## src/rtl/helios_decoder_dispatcher.sv

```systemverilog
// Round-robin frame dispatcher sharing NUM_CORES decoder cores; results return in dispatch order.
// Define DISPATCHER_STATS_EN to add the frames_dispatched / frames_returned counters.
module helios_decoder_dispatcher #(
  parameter int NUM_CORES    = 2,
  parameter int FRAME_BYTES  = 4,
  parameter int RESULT_BYTES = 2
) (
  input  logic                   clk,
  input  logic                   reset,
  input  logic [7:0]             in_data,
  input  logic                   in_valid,
  output logic                   in_ready,
  output logic [8*NUM_CORES-1:0] core_in_data,
  output logic [NUM_CORES-1:0]   core_in_valid,
  input  logic [NUM_CORES-1:0]   core_in_ready,
  input  logic [8*NUM_CORES-1:0] core_out_data,
  input  logic [NUM_CORES-1:0]   core_out_valid,
  output logic [NUM_CORES-1:0]   core_out_ready,
  output logic [7:0]             out_data,
  output logic                   out_valid,
  input  logic                   out_ready,
  output logic [NUM_CORES-1:0]   core_busy
`ifdef DISPATCHER_STATS_EN
  ,
  output logic [15:0]            frames_dispatched,
  output logic [15:0]            frames_returned
`endif
);

  localparam int CORE_W = $clog2(NUM_CORES);
  localparam int DCNT_W = (FRAME_BYTES > 1) ? $clog2(FRAME_BYTES) : 1;
  localparam int CCNT_W = (RESULT_BYTES > 1) ? $clog2(RESULT_BYTES) : 1;
  localparam int FCNT_W = $clog2(NUM_CORES + 1);
  localparam logic [CORE_W-1:0] LAST_CORE  = CORE_W'(NUM_CORES - 1);
  localparam logic [DCNT_W-1:0] LAST_DBYTE = DCNT_W'(FRAME_BYTES - 1);
  localparam logic [CCNT_W-1:0] LAST_CBYTE = CCNT_W'(RESULT_BYTES - 1);

  typedef enum logic {D_SEL, D_SEND} dstate_e;
  typedef enum logic {C_IDLE, C_FWD} cstate_e;

  dstate_e              dstate_q, dstate_d;
  cstate_e              cstate_q, cstate_d;
  logic [CORE_W-1:0]    rr_ptr_q, rr_ptr_d;
  logic [CORE_W-1:0]    dsel_q, dsel_d;
  logic [CORE_W-1:0]    csel_q, csel_d;
  logic [DCNT_W-1:0]    dcnt_q, dcnt_d;
  logic [CCNT_W-1:0]    ccnt_q, ccnt_d;
  logic [NUM_CORES-1:0] busy_q, busy_d;
  logic [CORE_W-1:0]    fifo_q [NUM_CORES];
  logic [CORE_W-1:0]    fifo_d [NUM_CORES];
  logic [CORE_W-1:0]    wr_ptr_q, wr_ptr_d;
  logic [CORE_W-1:0]    rd_ptr_q, rd_ptr_d;
  logic [FCNT_W-1:0]    fcnt_q, fcnt_d;

  logic                 in_xfer;
  logic                 out_xfer;
  logic                 disp_end;
  logic                 coll_end;
  logic                 fifo_pop;
  logic                 free_found;
  logic [CORE_W-1:0]    free_idx;
  logic [CORE_W-1:0]    cand;

  function automatic logic [CORE_W-1:0] wrap_inc(input logic [CORE_W-1:0] v);
    return (v == LAST_CORE) ? '0 : v + CORE_W'(1);
  endfunction

  // First idle core at or above rr_ptr, wrapping; the descending loop lets the nearest win.
  always_comb begin
    free_found = 1'b0;
    free_idx   = '0;
    cand       = '0;
    for (int i = NUM_CORES - 1; i >= 0; i--) begin
      cand = CORE_W'((int'(rr_ptr_q) + i) % NUM_CORES);
      if (!busy_q[cand]) begin
        free_found = 1'b1;
        free_idx   = cand;
      end
    end
  end

  always_comb begin
    in_ready      = 1'b0;
    core_in_valid = '0;
    core_in_data  = '0;
    if (dstate_q == D_SEND) begin
      core_in_data[{dsel_q, 3'b000} +: 8] = in_data;
      core_in_valid[dsel_q]               = in_valid;
      in_ready                            = core_in_ready[dsel_q];
    end
  end

  always_comb begin
    out_data       = '0;
    out_valid      = 1'b0;
    core_out_ready = '0;
    if (cstate_q == C_FWD) begin
      out_data               = core_out_data[{csel_q, 3'b000} +: 8];
      out_valid              = core_out_valid[csel_q];
      core_out_ready[csel_q] = out_ready;
    end
  end

  assign in_xfer   = in_valid && in_ready;
  assign out_xfer  = out_valid && out_ready;
  assign disp_end  = in_xfer && (dcnt_q == LAST_DBYTE);
  assign coll_end  = out_xfer && (ccnt_q == LAST_CBYTE);
  assign fifo_pop  = (cstate_q == C_IDLE) && (fcnt_q != '0);
  assign core_busy = busy_q;

  always_comb begin
    dstate_d = dstate_q;
    cstate_d = cstate_q;
    rr_ptr_d = rr_ptr_q;
    dsel_d   = dsel_q;
    csel_d   = csel_q;
    dcnt_d   = dcnt_q;
    ccnt_d   = ccnt_q;
    busy_d   = busy_q;
    fifo_d   = fifo_q;
    wr_ptr_d = wr_ptr_q;
    rd_ptr_d = rd_ptr_q;
    fcnt_d   = fcnt_q;

    case (dstate_q)
      D_SEL: begin
        if (free_found) begin
          dsel_d   = free_idx;
          dcnt_d   = '0;
          dstate_d = D_SEND;
        end
      end
      D_SEND: begin
        if (in_xfer) begin
          dcnt_d = dcnt_q + DCNT_W'(1);
          if (disp_end) begin
            busy_d[dsel_q]   = 1'b1;
            fifo_d[wr_ptr_q] = dsel_q;
            wr_ptr_d         = wrap_inc(wr_ptr_q);
            rr_ptr_d         = wrap_inc(dsel_q);
            dstate_d         = D_SEL;
          end
        end
      end
      default: dstate_d = D_SEL;
    endcase

    // The busy clear below targets a different core than any same-cycle set above.
    case (cstate_q)
      C_IDLE: begin
        if (fifo_pop) begin
          csel_d   = fifo_q[rd_ptr_q];
          rd_ptr_d = wrap_inc(rd_ptr_q);
          ccnt_d   = '0;
          cstate_d = C_FWD;
        end
      end
      C_FWD: begin
        if (out_xfer) begin
          ccnt_d = ccnt_q + CCNT_W'(1);
          if (coll_end) begin
            busy_d[csel_q] = 1'b0;
            cstate_d       = C_IDLE;
          end
        end
      end
      default: cstate_d = C_IDLE;
    endcase

    case ({disp_end, fifo_pop})
      2'b10:   fcnt_d = fcnt_q + FCNT_W'(1);
      2'b01:   fcnt_d = fcnt_q - FCNT_W'(1);
      default: fcnt_d = fcnt_q;
    endcase
  end

  always_ff @(posedge clk or posedge reset) begin
    if (reset) begin
      dstate_q <= D_SEL;
      cstate_q <= C_IDLE;
      rr_ptr_q <= '0;
      dsel_q   <= '0;
      csel_q   <= '0;
      dcnt_q   <= '0;
      ccnt_q   <= '0;
      busy_q   <= '0;
      wr_ptr_q <= '0;
      rd_ptr_q <= '0;
      fcnt_q   <= '0;
      for (int i = 0; i < NUM_CORES; i++) fifo_q[i] <= '0;
    end else begin
      dstate_q <= dstate_d;
      cstate_q <= cstate_d;
      rr_ptr_q <= rr_ptr_d;
      dsel_q   <= dsel_d;
      csel_q   <= csel_d;
      dcnt_q   <= dcnt_d;
      ccnt_q   <= ccnt_d;
      busy_q   <= busy_d;
      wr_ptr_q <= wr_ptr_d;
      rd_ptr_q <= rd_ptr_d;
      fcnt_q   <= fcnt_d;
      for (int i = 0; i < NUM_CORES; i++) fifo_q[i] <= fifo_d[i];
    end
  end

`ifdef DISPATCHER_STATS_EN
  logic [15:0] disp_cnt_q, disp_cnt_d;
  logic [15:0] ret_cnt_q, ret_cnt_d;

  always_comb begin
    disp_cnt_d = disp_end ? disp_cnt_q + 16'd1 : disp_cnt_q;
    ret_cnt_d  = coll_end ? ret_cnt_q + 16'd1 : ret_cnt_q;
  end

  always_ff @(posedge clk or posedge reset) begin
    if (reset) begin
      disp_cnt_q <= '0;
      ret_cnt_q  <= '0;
    end else begin
      disp_cnt_q <= disp_cnt_d;
      ret_cnt_q  <= ret_cnt_d;
    end
  end

  assign frames_dispatched = disp_cnt_q;
  assign frames_returned   = ret_cnt_q;
`endif

endmodule

```

## config.mk

```make
export PLATFORM = sky130hd
export DESIGN_NAME = helios_decoder_dispatcher
export DESIGN_NICKNAME = d
export VERILOG_FILES = /design/src/rtl/helios_decoder_dispatcher.sv
export SDC_FILE = /design/constraint.sdc
export NUM_CORES = 1
export LEC_CHECK = 0
export BUFFER_PORTS_ARGS = -buffer_cell sky130_fd_sc_hd__buf_2
export CAP_MARGIN = 15
export CELL_PAD_IN_SITES_DETAIL_PLACEMENT = 1
export CELL_PAD_IN_SITES_GLOBAL_PLACEMENT = 1
export CORE_MARGIN = 5
export CORE_UTILIZATION = 29
export DETAILED_ROUTE_END_ITERATION = 10
export GPL_ROUTABILITY_DRIVEN = 0
export PLACE_DENSITY_LB_ADDON = 0.1
export SETUP_SLACK_MARGIN = 0.2
export SLEW_MARGIN = 30
export SYNTH_ARGS = -nofsm -noshare
export SYNTH_HDL_FRONTEND = slang
export SYNTH_SLANG_ARGS = --single-unit
```

## constraint.sdc

```tcl
create_clock -name clk -period 1.9 [get_ports clk]
set_input_delay 0 -clock clk [delete_from_list [all_inputs] [get_ports clk]]
set_output_delay 0 -clock clk [all_outputs]
set_load 0.05 [all_outputs]
```

==> metrics <==
first-pass GRT wire length 5416 um; maximum clock path buffer count 2; fill cell count 421; Setup Skew 2.236 ps; TritonCTS Buffers 3; Synth Flop Type dfrtp_1; peak fanout along the critical path 6; syn nets 141; synth warn 0; Setup Viol. Count Final 0; commonest non-fill, non-tap cell in the layout buf_2; residual overflow from global routing 0; RSZ-0062 raised after global routing yes; FF+latch area 401.6 sq um; commonest cells after routing, fill and taps aside buf_2 (62), dfrtp_1 (15), mux2i_1 (11); Tot GR Track Use 13.52%; # diodes 0; Post-DP HPWL 2687 um; max cap viols 0; via count 1,041; worst stage delay on the critical path 380 ps; outcome complete, no violations; DR WL/cell 14.55 um; Cell Area, Synth 1020 sq um; number of synthesized flops with an enable pin 0; placed cells 213; vias per cell 4.689; row count 21; crit path launch dsel_q; Hold Crit Start out_ready; WL final 3231 um; die area 4802 sq um; Crit. End Element flip-flop; setup TNS 0 ps; Sink Count 16; CTS tree yes; Die W 69.30 um; die height 69.30 um; worst slew pin tran 605.1 ps; Critical Path Start Type flip-flop; H-tree lvl count 1; Residual DRC 0; #FFs+latches synth 16; Worst VDD drop 0.8200 mV; initial antenna violation count 0; Initial Util 30.32%; Tcrit/Tclk final 86.12%; WP data arrival 1840 ps; nets@finish 211; pin count of the biggest net entering global routing 18; Crit Path Category reg2reg; IO buf count 63; worst hold path depth 3; Slew Viols, Final 0; vias in the first global route 1,203; core area 3363 sq um; Syn-to-layout area delta 47.48%; worst hold path type in2reg; worst skew pair latency 280 ps; CP cell instances mux2i_2 > or2_4 > ha_2 > nor2_1 > xor2_1; Initial DRC Count 16; Final ANT Viol Nets 0; first-pass detailed-route iteration total 3; depth of the worst register-to-register path 5; Reg clk slew, reported paths 90 ps; Slew HR 59.62%; Critical Path RT 2110 ps; layout cell share with drive strength beyond 1 48.30%; fin cells 222; Multi-input gate area 615.6 sq um; Syn Area/Cell 9.530 sq um; I/O Pins 64; P_leak 0.7930 nW; Netlist cell types 29; slowest stage cell on the critical path dfrtp_1; crit path time final 1636 ps; Root Buffer clkbuf_4; Seq/Total Area, Yosys 39.26%; Async S/R FF share, synth 100.0%; cell count after synthesis 107; FF-to-FF Start dsel_q; Final Hold Viols 0; Fmax achieved 611.2 MHz; Cell Pwr Density 1922 nW/um^2
==> layer usage <==
layer  share of wire (%)  GRT usage (%)
met1                  39          13.82
met2                  49          25.11
met3                  10          5.217
met4                 1.5          4.121
met5                   0              0
==> path summary, 6_finish.rpt <==
path | to | slack (ps)
worst min-delay path | ccnt_q | 30
worst max-delay path | fcnt_q[1] | 260
min in group asynchronous | fifo_q[1] | 330
worst min register to register | fcnt_q[1] | 510
max in group asynchronous | cstate_q | 1140
worst max register to register | fcnt_q[1] | 260
==> cell type report <==
class	count	area share [%]
clock buffer	4	2.413
sequential	16	26.71
inverter	2	0.4992
multi-input combinational	83	40.93
tap	46	3.827
timing repair buffer	71	25.62
==> registers in the layout, indices dropped and copies added, names as in the netlist, 2 cells and up <==
signal,cells
core_busy,2
dcnt_q,2
fcnt_q,2
fifo_q,2
==> stage by stage <==
stage,utilization (%),setup WS [ps],area (sq um),power [mW],hold slack (ps)
2_1_floorplan,-,283.7,1020,2.133,-86.26
3_3_place_gp,41.37,292.6,1391,2.559,97.68
3_5_place_dp,41.37,141.4,1391,2.616,102.7
4_1_cts,43.64,206.0,1468,2.868,14.05
5_1_grt,44.72,198.0,1504,3.089,30.18
6_report,44.72,263.8,1504,2.890,25.87
==> report_power, final <==
group	internal, mW	switching [mW]	total (mW)
sequential	0.499	0.143	0.642
combinational	0.635	1.39	2.03
clock	0.117	0.103	0.220
total	1.25	1.64	2.89
==> critical path, delay by kind of cell (launching register included) <==
kind | cells | cell delay [ps]
DFF | 1 | 380
muxes | 1 | 370
and+or+nand+nor | 2 | 350
adders and majority gates | 1 | 280
xor gates and xnor gates | 1 | 180
==> logic make-up (layout without fill, tap and decap cells) <==
logic type               Yosys count  after routing  synth area share (%)
AND/OR/NAND/NOR                   47             47                 26.87
flip-flops                        16             16                 39.26
AO/OA/AOI/OAI                     15             15                 9.816
multiplexers                      15             15                 15.09
buffers and inverters              8             77                 3.067
XOR/XNOR                           4              4                 3.436
adder cells (fa/ha/maj)            2              2                 2.454
==> cells in the mapped netlist (2+ instances only) <==
cell / instances / area share (%)
o31ai_1: 2 / 1.5
nand2_1: 6 / 2.2
nor2_1: 4 / 1.5
mux2i_1: 12 / 12
inv_1: 2 / 0.74
nor2b_1: 10 / 6.1
and2b_2: 2 / 1.7
and2_1: 10 / 6.1
xnor2_1: 3 / 2.6
and3_1: 10 / 6.1
o21ai_0: 4 / 2.0
a31oi_1: 3 / 1.8
mux2_2: 3 / 3.3
clkbuf_1: 5 / 1.8
ha_1: 2 / 2.5
dfrtp_1: 16 / 39
==> what timing repair did <==
item                       in CTS  in global routing
buffers inserted                1                  1
setup endpoints to repair       1                  1
gates resized for setup         1                  8
hold buffers                    3                  0
hold endpoints to repair       18                  0
pin swaps                       1                  4
Note: power is estimated with default switching activity, not from simulation.
